**src/rtl/seq_alu.sv**
```systemverilog
// -----------------------------------------------------------------------------
// seq_alu
//   Small sequential ALU. Single-cycle operations (ADD, SUB, AND, OR, NOT, INC,
//   PASS) complete at the edge that accepts them. MUL is an unsigned
//   shift-add multiply that takes WIDTH cycles after acceptance.
//
// Ports
//   clk        in   1      single clock, all state on rising edge
//   rst        in   1      asynchronous active-high reset
//   start      in   1      request one operation, sampled only in IDLE
//   operation  in   3      opcode (see op_t)
//   operand1   in   WIDTH  first operand (multiplicand for MUL)
//   operand2   in   WIDTH  second operand (multiplier for MUL)
//   flags_we   in   1      load flag register from flags_in (context restore)
//   flags_in   in   4      flag value to load; bit3 is ignored
//   result     out  WIDTH  registered result of last completed operation
//   flags_out  out  4      {0, C, N, Z}
//   busy       out  1      multiply in progress
//   done       out  1      one-cycle completion pulse
//
// Handshake: start is a request qualified only while the FSM is IDLE (busy=0);
// anything presented on start/operation/operands while busy=1 is ignored.
// Every accepted operation produces exactly one done pulse in the cycle after
// its result is written, unless reset aborts it first.
//
// FSM state is visible internally as 'state' (state_t) for checker binding.
// -----------------------------------------------------------------------------
module seq_alu #(
  parameter int WIDTH = 16
) (
  input  logic             clk,
  input  logic             rst,
  input  logic             start,
  input  logic [2:0]       operation,
  input  logic [WIDTH-1:0] operand1,
  input  logic [WIDTH-1:0] operand2,
  input  logic             flags_we,
  input  logic [3:0]       flags_in,
  output logic [WIDTH-1:0] result,
  output logic [3:0]       flags_out,
  output logic             busy,
  output logic             done
);

  localparam int CNT_W = $clog2(WIDTH);

  typedef enum logic [2:0] {
    OP_ADD  = 3'b000,
    OP_SUB  = 3'b001,
    OP_AND  = 3'b010,
    OP_OR   = 3'b011,
    OP_NOT  = 3'b100,
    OP_INC  = 3'b101,
    OP_MUL  = 3'b110,
    OP_PASS = 3'b111
  } op_t;

  typedef enum logic {
    S_IDLE = 1'b0,
    S_MUL  = 1'b1
  } state_t;

  state_t state;
  state_t state_next;

  // Multiply datapath: acc holds {partial_high, remaining_multiplier}.
  logic [2*WIDTH-1:0] acc;
  logic [WIDTH-1:0]   mcand;
  logic [CNT_W-1:0]   step_cnt;

  logic [WIDTH:0]     step_sum;
  logic [2*WIDTH-1:0] acc_step;
  logic               last_step;

  // Single-cycle ALU.
  logic [WIDTH:0]     add_full;
  logic [WIDTH:0]     sub_full;
  logic [WIDTH:0]     inc_full;
  logic [WIDTH-1:0]   alu_res;
  logic               alu_c;

  // Control.
  logic               accept_single;
  logic               accept_mul;
  logic               complete;
  logic [WIDTH-1:0]   res_next;
  logic               c_next;
  logic [3:0]         flags_calc;

  // flags_in[3] has no meaning: the stored bit3 is always zero.
  logic               unused_flag_bit;
  assign unused_flag_bit = flags_in[3];

  // ---------------------------------------------------------------------------
  // Single-cycle arithmetic. The extra top bit captures carry / borrow.
  // ---------------------------------------------------------------------------
  assign add_full = {1'b0, operand1} + {1'b0, operand2};
  assign sub_full = {1'b0, operand1} - {1'b0, operand2};
  assign inc_full = {1'b0, operand1} + {{WIDTH{1'b0}}, 1'b1};

  always_comb begin
    alu_res = operand1;
    alu_c   = flags_out[2];   // logical ops keep the previous carry
    case (op_t'(operation))
      OP_ADD: begin
        alu_res = add_full[WIDTH-1:0];
        alu_c   = add_full[WIDTH];
      end
      OP_SUB: begin
        alu_res = sub_full[WIDTH-1:0];
        alu_c   = sub_full[WIDTH];   // borrow: op1 < op2 unsigned
      end
      OP_AND:  alu_res = operand1 & operand2;
      OP_OR:   alu_res = operand1 | operand2;
      OP_NOT:  alu_res = ~operand1;
      OP_INC: begin
        alu_res = inc_full[WIDTH-1:0];
        alu_c   = inc_full[WIDTH];
      end
      OP_PASS: alu_res = operand1;
      default: alu_res = operand1;   // OP_MUL never completes here
    endcase
  end

  // ---------------------------------------------------------------------------
  // One shift-add step: if the current multiplier LSB is set, add the
  // multiplicand into the high half (keeping its carry), then shift the whole
  // accumulator right. After WIDTH steps acc holds the full product.
  // ---------------------------------------------------------------------------
  always_comb begin
    step_sum = {1'b0, acc[2*WIDTH-1:WIDTH]} +
               (acc[0] ? {1'b0, mcand} : {(WIDTH+1){1'b0}});
    acc_step = {step_sum, acc[WIDTH-1:1]};
  end

  assign last_step = (state == S_MUL) && (step_cnt == CNT_W'(WIDTH - 1));

  // ---------------------------------------------------------------------------
  // FSM: state register
  // ---------------------------------------------------------------------------
  always_ff @(posedge clk or posedge rst) begin
    if (rst) begin
      state <= S_IDLE;
    end else begin
      state <= state_next;
    end
  end

  // ---------------------------------------------------------------------------
  // FSM: next-state logic
  // ---------------------------------------------------------------------------
  always_comb begin
    state_next = state;
    case (state)
      S_IDLE: if (start && (op_t'(operation) == OP_MUL)) state_next = S_MUL;
      S_MUL:  if (last_step) state_next = S_IDLE;
      default: state_next = S_IDLE;
    endcase
  end

  // ---------------------------------------------------------------------------
  // FSM: outputs and per-edge control decisions
  // ---------------------------------------------------------------------------
  always_comb begin
    busy          = (state == S_MUL);
    accept_single = (state == S_IDLE) && start && (op_t'(operation) != OP_MUL);
    accept_mul    = (state == S_IDLE) && start && (op_t'(operation) == OP_MUL);
    complete      = accept_single || last_step;

    res_next = alu_res;
    c_next   = alu_c;
    if (last_step) begin
      res_next = acc_step[WIDTH-1:0];
      c_next   = |acc_step[2*WIDTH-1:WIDTH];   // product overflowed WIDTH bits
    end
    flags_calc = {1'b0, c_next, res_next[WIDTH-1], (res_next == '0)};
  end

  // ---------------------------------------------------------------------------
  // Result, flags, done pulse and multiply datapath registers.
  // A completing operation owns the flag register on its edge; flags_we only
  // takes effect on edges where nothing completes.
  // ---------------------------------------------------------------------------
  always_ff @(posedge clk or posedge rst) begin
    if (rst) begin
      result    <= '0;
      flags_out <= '0;
      done      <= 1'b0;
      acc       <= '0;
      mcand     <= '0;
      step_cnt  <= '0;
    end else begin
      done <= complete;

      if (complete) begin
        result    <= res_next;
        flags_out <= flags_calc;
      end else if (flags_we) begin
        flags_out <= {1'b0, flags_in[2:0]};
      end

      if (accept_mul) begin
        // Operands are captured here so later input changes cannot disturb
        // the running product.
        acc      <= {{WIDTH{1'b0}}, operand2};
        mcand    <= operand1;
        step_cnt <= '0;
      end else if (state == S_MUL) begin
        acc      <= acc_step;
        step_cnt <= step_cnt + CNT_W'(1);
      end
    end
  end

endmodule

```
**config.mk**
```make
export PLATFORM = sky130hd
export DESIGN_NAME = seq_alu
export DESIGN_NICKNAME = d
export VERILOG_FILES = /design/src/rtl/seq_alu.sv
export SDC_FILE = /design/constraint.sdc
export NUM_CORES = 1
export LEC_CHECK = 0
export BUFFER_PORTS_ARGS = -buffer_cell sky130_fd_sc_hd__clkbuf_2
export CORE_UTILIZATION = 55
export DETAILED_ROUTE_END_ITERATION = 10
export GPL_TIMING_DRIVEN = 0
export PLACE_DENSITY = 0.76
export SETUP_SLACK_MARGIN = 0.15
export SLEW_MARGIN = 20
export SYNTH_ARGS = -nofsm -noshare
export SYNTH_HDL_FRONTEND = slang
export SYNTH_SLANG_ARGS = --single-unit
```
**constraint.sdc**
```tcl
create_clock -name clk -period 4 [get_ports clk]
set_input_delay 0.8 -clock clk [delete_from_list [all_inputs] [get_ports clk]]
set_output_delay 0.8 -clock clk [all_outputs]
set_load 0.01 [all_outputs]
```
# Word-level counts from Yosys, hierarchy flattened

Cells that the tools add are included.

Bits in latches: 0
Output and inout bits: 22
Word-level logic and storage cells: 52
Bits in read-only memories: 0
Bits in writable memories: 0
Register bits: 74
Memories: 0
Bits of input ports: 43

Equality and inequality tests: 9
Div/mod/pow operators: 0
Multiply operators: 0
$add $sub $neg: 5
Bitwise logic cells: 4
Reductions and logical operators: 12
Mux-type cells: 14
Shift operators: 0
Order comparisons: 0

Operators with widths:

| operator                                                                | count |
|---|---|
| 16-bit case mux with 6 select lines                                     | 1 |
| 32-bit 2-to-1 mux                                                       | 2 |
| 16-bit by 16-bit adder with 17-bit output                               | 2 |
| 16-bit 2-to-1 mux                                                       | 2 |
| 16-bit by 1-bit adder with 17-bit output, second input constant         | 1 |
| 16-bit by 16-bit subtractor with 17-bit output                          | 1 |
| 16-bit bitwise AND                                                      | 1 |
| 16-bit zero test                                                        | 1 |
| 4-bit 2-to-1 mux                                                        | 4 |
| 16-bit NOT                                                              | 1 |
| 16-bit bitwise OR                                                       | 1 |
| 16-bit OR reduction                                                     | 1 |
| 3-bit == test, second input constant                                    | 3 |
| 3-bit by 2-bit == test with 1-bit output, second input constant         | 2 |
| 1-bit logical AND                                                       | 5 |
| 5-bit by 2-bit inequality test with 1-bit output, second input constant | 1 |
| 4-bit by 1-bit adder with 4-bit output, second input constant           | 1 |
| 4-bit == test, second input constant                                    | 1 |
| 2-bit nonzero test                                                      | 2 |
| 3-bit by 1-bit == test with 1-bit output, second input constant         | 1 |
| 3-bit zero test                                                         | 1 |
| 1-bit 2-to-1 mux                                                        | 3 |
| 3-bit inequality test, second input constant                            | 1 |
| 1-bit case mux with 3 select lines                                      | 1 |
| other kinds (4)                                                         | 4 |

# Depth between registers and ports, before layout

Gate-level depths: netlist of run 1.

Word-level depth: 6
Mapped depth: 13
Mapped depth without buffers: 13

# Worst setup path before layout of run 1

Ideal clock, no wire load.

Path type: input -> register
Start: input operand1[9]
End: register flags_out[0]
Stages on the path: 12
Library setup time: 0.121 ns
Slack: 0.753 ns
Arrival: 3.126 ns
Required time: 3.879 ns
Cells stage by stage: clkbuf_1 -> inv_1 -> ha_1 -> clkbuf_1 -> nor2b_1 -> or3_1 -> o31ai_1 -> nand2_1 -> a211o_1 -> a31o_2 -> nand3_1 -> o21ai_1

Cells in the longest elaborated chain, start to end: 5

Ends and longest elaborated chain:

| what                                                                   | RTL line | RTL |
|---|---|---|
| start, declared                                                        | 35       | `input logic [WIDTH-1:0] operand1,` |
| 16-bit by 1-bit adder with 17-bit output, or another cell as far along | 99       | `assign inc_full = {1'b0, operand1} + {{WIDTH{1'b0}}, 1'b1};` |
| 16-bit case mux with 6 select lines *                                  | 104      | `case (op_t'(operation))` |
| 16-bit 2-to-1 mux *                                                    | 172      | `if (last_step) begin` |
| 16-bit zero test *                                                     | 176      | `flags_calc = {1'b0, c_next, res_next[WIDTH-1], (res_next == '0)};` |
| 4-bit 2-to-1 mux *                                                     | 195      | `if (complete) begin` |
| end signal, assigned                                                   | 197      | `flags_out <= flags_calc;` |
| end signal, assigned                                                   | 199      | `flags_out <= {1'b0, flags_in[2:0]};` |
| end, declared                                                          | 40       | `output logic [3:0] flags_out,` |

Mark *: on every way between the ends. The rest lies on a longest branch, timed or not.
A chain may end at the register's enable or synchronous reset.

# Worst setup path after layout of run 1

Start: input operand1[1]
End: register flags_out[0]

The elaborated chain is that of the path after synthesis.

==> flow_summary.json, run 1 <==
{
  "endpoint_kind": "flop",
  "dp_hpwl_um": 18000,
  "r2r_end": "flags_out[2]$_DFFE_PP0P_",
  "grt_pass1_wl_um": 36400,
  "grt_usage_pct": 35.7,
  "drive_above_1_share_pct": 11.6,
  "start_util_pct": 56.6,
  "place_area_um2": 7690,
  "path_class": "primary input to flop",
  "synth_edf_count": 0,
  "h-tree-depth": 3,
  "ctsHoldBuffers": 0,
  "grt_max_degree": 47,
  "dr.pass1.iters": 6,
  "synth_cells": 923,
  "drcViolationCount": 0,
  "die_h_um": 116,
  "power.density_nw_per_um2": 512,
  "clock-sinks": 73,
  "synth_nets": 1038,
  "finalSetupViolCount": 0,
  "irDropWorstVdd_mv": 0.256,
  "grt_overflow_total": 0,
  "synth_common_cells": "nand2_1 (137), o21ai_0 (85), dfrtp_1 (73)",
  "synth_cell_types": 80,
  "fin_cells": 1174,
  "fin_nets": 1113,
  "gp_congestion": 1.02,
  "cts.path.max_buffers": 2,
  "skew_ns": 0.00625,
  "rows": 41,
  "synth_top_cell_area_share_pct": 25.6,
  "final_area_um2": 8060,
  "port_buffers": 62,
  "dieArea_um2": 13400,
  "maxCapViolations": 0,
  "clock-root-buffer": "clkbuf_16",
  "final_hold_viol_count": 0,
  "setup_tns_ns": 0,
  "wl_per_cell_um": 20.0,
  "ios": 65,
  "tritoncts": "built",
  "core_area_um2": 12600,
  "yosysWarnings": 0,
  "layout_min_cycle_time_ns": 3.69,
  "fp.dieW_um": 116,
  "drt_iter0_drc": 871,
  "yosysSeqAreaShare_pct": 25.6,
  "reg2regPathDepth": 12,
  "clk_pin_slew_ns": 0.05,
  "crit_chain": "clkbuf_2, inv_1, ha_1, or2_2, a221oi_2, nor4_1, o31ai_1, a21oi_1, or3_1, o221ai_1, nand3_1, o21ai_1",
  "worstSkewPairLatency_ns": 0.34,
  "fillerInstances": 1181,
  "cpPeakStageDelay_ns": 0.47,
  "antenna_found_initial": 0,
  "synthFlopType": "dfrtp_1",
  "n_antenna_cell": 0,
  "cts_buffers": 9,
  "final_max_slew_viol_count": 0,
  "rrSetupSlack_ns": 0.36,
  "slew_headroom_pct": 13.2,
  "outcome": "finished clean",
  "rsz0062_at_grt": "true",
  "holdWs_ns": 0.438,
  "synth.avg_cell_area_um2": 7.73,
  "yosysMostFrequentCell": "nand2_1",
  "ant_nets": 0,
  "synthArstFlopShare_pct": 100,
  "synth.area.top_cells": "dfrtp_1 (26%), ha_1 (12%), nand2_1 (7.2%)",
  "synth_area_leader_cell": "dfrtp_1",
  "worstHoldPathType": "primary input to async pin",
  "syn_area_um2": 7140,
  "r2r-start": "acc[0]$_DFFE_PP0P_",
  "crit_fanout": 10,
  "fin_crit_sh_pct": 92.2,
  "dp_cells": 1158,
  "area_growth_pct": 12.9,
  "viasPerCell": 6.45,
  "ys_ff_latch": 73,
  "arrival_ns": 3.95,
  "worstPathRequired_ns": 4.26,
  "worst_path_max_delay_cell": "o31ai_1",
  "p_leak_uw": 0.00373,
  "vias": 7567,
  "routed_wl_um": 23500,
  "clock.fmax_mhz": 271,
  "grt_pass1_vias": 6866,
  "power_uw": 4130,
  "worst_setup_path_start_kind": "primary input",
  "worstMarginPinSlew_ns": 1.29
}
==> per-stage QoR <==
step	worst slack, ns	utilization (%)
finish	0.314	63.9
global route	0.146	63.9
CTS	0.229	63.4
detailed placement	-0.0937	61.0
global placement	-0.0989	60.7
floorplan	0.753	-
==> worst max path at each step <==
stage	start	endpoint	slack, ns
5_1_grt	acc[0]$_DFFE_PP0P_	flags_out[2]$_DFFE_PP0P_	0.15
6_report	operand1[1]	flags_out[0]$_DFFE_PP0P_	0.31
4_1_cts	operand1[9]	flags_out[2]$_DFFE_PP0P_	0.23
2_1_floorplan	operand1[9]	flags_out[0]$_DFFE_PP0P_	0.75
3_5_place_dp	operand1[9]	flags_out[2]$_DFFE_PP0P_	-0.09
3_3_place_gp	operand1[2]	flags_out[0]$_DFFE_PP0P_	-0.1
==> cell type report <==
| class | instances | area [um^2] | area share, % |
|---|---|---|---|
| buffer | 53 | 210 | 2.61 |
| sequential | 73 | 1830 | 22.7 |
| clock buffer | 10 | 229 | 2.84 |
| tap | 172 | 215 | 2.67 |
| multi-input combinational | 737 | 4920 | 61.1 |
| inverter | 60 | 228 | 2.83 |
| clock inverter | 5 | 81.3 | 1.01 |
| timing repair buffer | 64 | 345 | 4.29 |
==> routing by layer <==
| metal | up-vias | share of wire, % | global-route usage (%) |
|---|---|---|---|
| met5 | - | 0 | 0 |
| met4 | 0 | 3.4 | 14.6 |
| met3 | 84 | 8.7 | 4.65 |
| met2 | 446 | 46 | 59.0 |
| met1 | 3568 | 41 | 47.2 |
| li1 | 3469 | - | - |
==> worst max-delay path, delay by kind of cell <==
kind	cells	cell delay [ns]
compound gates	5	1.48
fa+ha+maj	1	0.35
buf+inv	2	0.36
simple gates	4	0.96
==> repair_timing <==
item / in CTS / in global routing
buffers inserted: 0 / 1
setup endpoints to repair: 0 / 6
hold endpoints to repair: 0 / 0
gates resized for setup: 0 / 12
==> power by group <==
part	leakage, uW	internal (uW)	switching, uW
combinational	0.00267	742	1210
sequential	0.000912	1080	239
clock	0.000149	542	306
total	0.00373	2370	1760
==> state kept, by name (all words and copies together), names as in the netlist <==
signal	flops
done	1
busy	1
flags_out	3
result	16
mcand	16
step_cnt	4
acc	32
==> cell families after synthesis <==
family | after synthesis | synth area share, %
simple gates | 337 | 22.6
buf+inv | 113 | 6.06
other cells | 1 | 0.0525
mux | 12 | 1.74
fa+ha+maj | 72 | 12.9
flops | 73 | 25.6
compound gates | 293 | 28.3
xor+xnor | 22 | 2.70
==> cells in the final DEF (no fill, tap or decap), drive strengths merged, types with 17 or more instances in the layout <==
| master | count |
|---|---|
| or3 | 17 |
| clkbuf | 114 |
| inv | 58 |
| a21oi | 46 |
| nor3 | 26 |
| o21ai | 87 |
| dfrtp | 73 |
| nand2 | 137 |
| nand3 | 17 |
| nor2 | 61 |
| a22oi | 29 |
| ha | 69 |
(Power assumes the default switching activity.)
==> run 2, diff against run 1 <==
Settings changed: CELL_PAD_IN_SITES_DETAIL_PLACEMENT set to 2, CELL_PAD_IN_SITES_GLOBAL_PLACEMENT set to 2, CORE_UTILIZATION 55 to 36, PLACE_DENSITY 0.76 to 0.82.
==> flow_summary.json, run 2 (synthesis results as in run 1) <==
{
  "path_class": "flop to flop",
  "maxCapViolations": 0,
  "ctsHoldBuffers": 0,
  "clock-sinks": 73,
  "finalSetupViolCount": 0,
  "worstSkewPairLatency_ns": 0.34,
  "crit_chain": "buf_2, nand2_1, inv_1, ha_1, a21o_1, a211oi_1, a21oi_1, or4_1, nor4_2, or4b_4, a2111oi_4, a41oi_1",
  "gp_congestion": 0.894,
  "clk_pin_slew_ns": 0.06,
  "vias": 7603,
  "worst_path_max_delay_cell": "or4b_4",
  "rows": 51,
  "fin_cells": 1269,
  "reg_top3": "acc (32), mcand (16), result (16)",
  "worstHoldPathType": "primary input to async pin",
  "crit_fanout": 10,
  "clock-root-buffer": "clkbuf_16",
  "cpPeakStageDelay_ns": 0.53,
  "mostFrequentLayoutCells": "nand2_1 (137), o21ai_0 (85), dfrtp_1 (73)",
  "h-tree-depth": 3,
  "fin_crit_sh_pct": 91.2,
  "place_area_um2": 7820,
  "final_hold_viol_count": 0,
  "cts_buffers": 9,
  "rsz0062_at_grt": "false",
  "worstPathRequired_ns": 4.19,
  "power.density_nw_per_um2": 520,
  "grt_pass1_vias": 8205,
  "final_max_slew_viol_count": 0,
  "grt_usage_pct": 30.6,
  "wl_per_cell_um": 24.0,
  "fp.dieW_um": 143,
  "crit_buf_inv": 2,
  "arrival_ns": 3.84,
  "final_common_cell": "nand2_1",
  "timing.final.ws_setup_ns": 0.352,
  "skew_ns": 0.00757,
  "endpoint_kind": "flop",
  "drt_iter0_drc": 461,
  "power_uw": 4270,
  "port_buffers": 62,
  "final_area_um2": 8220,
  "largest_reg_flops": 32,
  "drive_above_1_share_pct": 12.6,
  "post-place-ws_ns": -0.413,
  "worstMarginPinSlew_ns": 0.806,
  "die_h_um": 143,
  "dp_hpwl_um": 24100,
  "routed_wl_um": 30500,
  "grt_max_degree": 57,
  "clock.fmax_mhz": 274,
  "fillerInstances": 2280,
  "dr.pass1.iters": 5,
  "slew_headroom_pct": 46.0,
  "drcViolationCount": 0,
  "grt_pass1_wl_um": 46900,
  "worst_setup_path_start_kind": "flop",
  "ios": 65,
  "n_antenna_cell": 0,
  "irDropWorstVdd_mv": 0.221,
  "viasPerCell": 5.99,
  "dieArea_um2": 20400,
  "area_growth_pct": 15.2,
  "core_area_um2": 19500,
  "cts.path.max_buffers": 2,
  "antenna_found_initial": 0,
  "fin_nets": 1114,
  "start_util_pct": 36.7,
  "tritoncts": "built",
  "largest_register": "acc",
  "p_leak_uw": 0.00376,
  "layout_min_cycle_time_ns": 3.65,
  "dp_cells": 1251,
  "ant_nets": 0,
  "grt_overflow_total": 0,
  "cp_top_family": "simple AND/OR/NAND/NOR gates",
  "outcome": "finished clean"
}
==> run 2: cell types whose count changed in the layout (fill, tap and decap cells not counted), sizes merged <==
cell,delta
buf,+2
bufinv,-2
clkinvlp,-1
clkbuf,+3
==> run 2: per-layer routing <==
metal | up-vias | share of wire (%) | GRT usage, %
li1 | 3465 | - | -
met1 | 3854 | 43 | 37.6
met2 | 223 | 49 | 54.0
met3 | 61 | 3.9 | 3.62
met4 | 0 | 3.4 | 13.0
met5 | - | 0 | 0
==> run 2: metrics by stage <==
step / util [%] / TNS [ns] / hold slack, ns
global route: 42.3 / 0 / 0.423
floorplan: - / 0 / 0.442
detailed placement: 40.2 / -1.96 / 0.467
CTS: 41.8 / 0 / 0.407
global placement: 40.0 / -1.27 / 0.456
finish: 42.3 / 0 / 0.401
==> run 2: power by group <==
group	leakage, uW	internal (uW)	switching, uW
clock	0.000149	486	304
sequential	0.000912	1080	278
combinational	0.00270	756	1360
==> run 2: path summary, 6_finish.rpt <==
check,startpoint,end,slack (ns),depth (start not counted)
setup / recovery,acc[0]$_DFFE_PP0P_,flags_out[2]$_DFFE_PP0P_,0.35,12
hold / removal,rst,done$_DFF_PP0_,0.40,2
setup reg to reg,acc[0]$_DFFE_PP0P_,flags_out[2]$_DFFE_PP0P_,0.35,12
hold reg to reg,result[2]$_DFFE_PP0N_,result[2]$_DFFE_PP0N_,0.48,2
max in group asynchronous,rst,step_cnt[1]$_DFFE_PP0P_,3.02,3
min in group clk,result[2]$_DFFE_PP0N_,result[2]$_DFFE_PP0N_,0.48,2
==> run 2: final cells by class <==
cell class	instances	area [um^2]	share of cell area, %
Clock inverter	2	10.0	0.122
Sequential cell	73	1830	22.2
Buffer	53	211	2.57
Multi-Input combinational cell	737	4980	60.5
Timing Repair Buffer	65	353	4.29
Clock buffer	14	284	3.45
Inverter	60	228	2.77
Tap cell	265	332	4.03
==> run 2: timing repair <==
| action | 4_1_cts | 5_1_grt |
|---|---|---|
| gates resized for setup | 4 | 18 |
| pin swaps | 0 | 2 |
| buffers inserted | 0 | 2 |
| endpoints found under the setup margin | 6 | 7 |
==> run 2: worst register-to-register path: stages (launching register included) <==
cell and delay, ns:
dfrtp_1 0.48, buf_2 0.27, nand2_1 0.14, inv_1 0.10, ha_1 0.25, a21o_1 0.17
a211oi_1 0.23, a21oi_1 0.10, or4_1 0.50, nor4_2 0.28, or4b_4 0.53, a2111oi_4 0.33
a41oi_1 0.14
==> run 3, diff against run 2 <==
Clock period 4 ns to 3.5 ns, I/O delays scaled along.
==> flow_summary.json, run 3 (synthesis results as in run 1) <==
{
  "drcViolationCount": 0,
  "drive_above_1_share_pct": 17.3,
  "routed_wl_um": 31200,
  "p_clk_share_pct": 17.9,
  "irDropWorstVdd_mv": 0.257,
  "final_max_slew_viol_count": 0,
  "drt_iter0_drc": 451,
  "tritoncts": "built",
  "gp_congestion": 0.894,
  "crit_fanout": 3,
  "vias": 7574,
  "worstSkewPairLatency_ns": 0.33,
  "clock-sinks": 73,
  "arrival_ns": 3.53,
  "clock.fmax_mhz": 300,
  "cellInternalPower_uw": 2730,
  "post-place-ws_ns": -0.813,
  "dieArea_um2": 20400,
  "cts_buffers": 9,
  "h-tree-depth": 3,
  "dp_hpwl_um": 24100,
  "mostFrequentLayoutCells": "nand2_1 (136), o21ai_0 (83), dfrtp_1 (72)",
  "core_area_um2": 19500,
  "layout_min_cycle_time_ns": 3.33,
  "grt_pass1_vias": 8274,
  "largest_register": "acc",
  "port_buffers": 62,
  "switching_share_pct": 45.7,
  "start_util_pct": 36.7,
  "worstPathRequired_ns": 3.70,
  "grt_max_degree": 57,
  "ios": 65,
  "worstHoldPathType": "primary input to async pin",
  "dr.pass1.iters": 5,
  "final_hold_viol_count": 0,
  "final_common_cell": "nand2_1",
  "outcome": "finished clean",
  "wl_per_cell_um": 24.5,
  "holdWs_ns": 0.304,
  "seqPwrFrac_pct": 31.0,
  "worst_setup_path_start_kind": "flop",
  "finalSetupViolCount": 0,
  "n_antenna_cell": 0,
  "timing.final.ws_setup_ns": 0.168,
  "dp_cells": 1251,
  "power.density_nw_per_um2": 592,
  "fillerInstances": 2235,
  "reg_top3": "acc (32), mcand (16), result (16)",
  "fin_nets": 1118,
  "fin_crit_sh_pct": 95.2,
  "cts.path.max_buffers": 2,
  "clk_pin_slew_ns": 0.06,
  "grt_overflow_total": 0,
  "slew_headroom_pct": 46.7,
  "rows": 51,
  "die_h_um": 143,
  "fp.dieW_um": 143,
  "worstMarginPinSlew_ns": 0.796,
  "maxCapViolations": 0,
  "path_class": "flop to flop",
  "grt_usage_pct": 31.2,
  "skew_ns": 0.00760,
  "grt_pass1_wl_um": 47600,
  "fin_cells": 1273,
  "endpoint_kind": "flop",
  "area_growth_pct": 18.9,
  "p_comb_share_pct": 51.1,
  "rsz0062_at_grt": "true",
  "power_uw": 5030,
  "ctsHoldBuffers": 0,
  "final_util_pct": 43.6,
  "clock-root-buffer": "clkbuf_16",
  "antenna_found_initial": 0,
  "p_leak_uw": 0.00385,
  "viasPerCell": 5.95,
  "largest_reg_flops": 32,
  "ant_nets": 0,
  "p_sw_uw": 2300
}
==> run 3: changes by cell type in the layout (fill, tap and decap cells not counted), sizes merged <==
cell      before  now
buf           15   25
clkbuf       117  111
clkinv         4    3
clkinvlp       0    1
==> run 3: cell type report <==
type                    instances  area, um^2  area share, %
clock buffers                  14         284           3.35
inverters                      60         234           2.76
clock inverters                 2        10.0          0.118
repair buffers                 70         402           4.73
well taps                     265         332           3.91
flip-flops and latches         73        1830           21.5
multi-input cells             737        5150           60.7
plain buffers                  52         246           2.90
==> run 3: power by group through the flow <==
stage	sequential [uW]	clock, uW	combinational (uW)
final	1560	898	2570
after global placement	1510	0	2210
after CTS	1550	904	2520
after floorplan	1490	0	1510
after global routing	1590	939	2810
after detailed placement	1550	0	2350
==> run 3: final timing paths <==
kind / startpoint / endpoint / slack [ns] / depth (start not counted)
setup / recovery: acc[0]$_DFFE_PP0P_ / flags_out[2]$_DFFE_PP0P_ / 0.17 / 13
hold / removal: rst / done$_DFF_PP0_ / 0.30 / 2
setup reg to reg: acc[0]$_DFFE_PP0P_ / flags_out[2]$_DFFE_PP0P_ / 0.17 / 13
hold reg to reg: result[2]$_DFFE_PP0N_ / result[2]$_DFFE_PP0N_ / 0.48 / 2
max in group asynchronous: rst / acc[0]$_DFFE_PP0P_ / 2.60 / 3
min in group clk: result[2]$_DFFE_PP0N_ / result[2]$_DFFE_PP0N_ / 0.48 / 2
==> run 3: metrics by stage <==
stage               TNS [ns]  area [um^2]
global placement       -9.11         7780
finish                     0         8490
global route               0         8490
CTS                        0         8350
detailed placement     -5.55         7820
floorplan                  0         7140
==> run 3: metal layers <==
layer | track usage (%) | part of all wire, %
met5 | 0 | 0
met2 | 55.3 | 49
met4 | 13.7 | 3.6
met3 | 3.59 | 3.9
met1 | 37.9 | 43
==> run 3: worst max-delay path, stage by stage, from the launching register on <==
cell       delay, ns
dfrtp_2         0.41
and2_1          0.16
ha_1            0.23
inv_1           0.10
fa_2            0.26
nor2b_4         0.06
o31a_4          0.30
o21ai_4         0.15
nand2b_4        0.08
xor2_1          0.20
nor4_4          0.33
or4b_4          0.53
a2111oi_4       0.22
a41oi_2         0.15
==> run 3: what timing repair did <==
action,4_1_cts,5_1_grt
pin swaps,11,13
buffers inserted,5,2
endpoints found under the setup margin,11,15
gates cloned,0,0
resized for setup,51,54
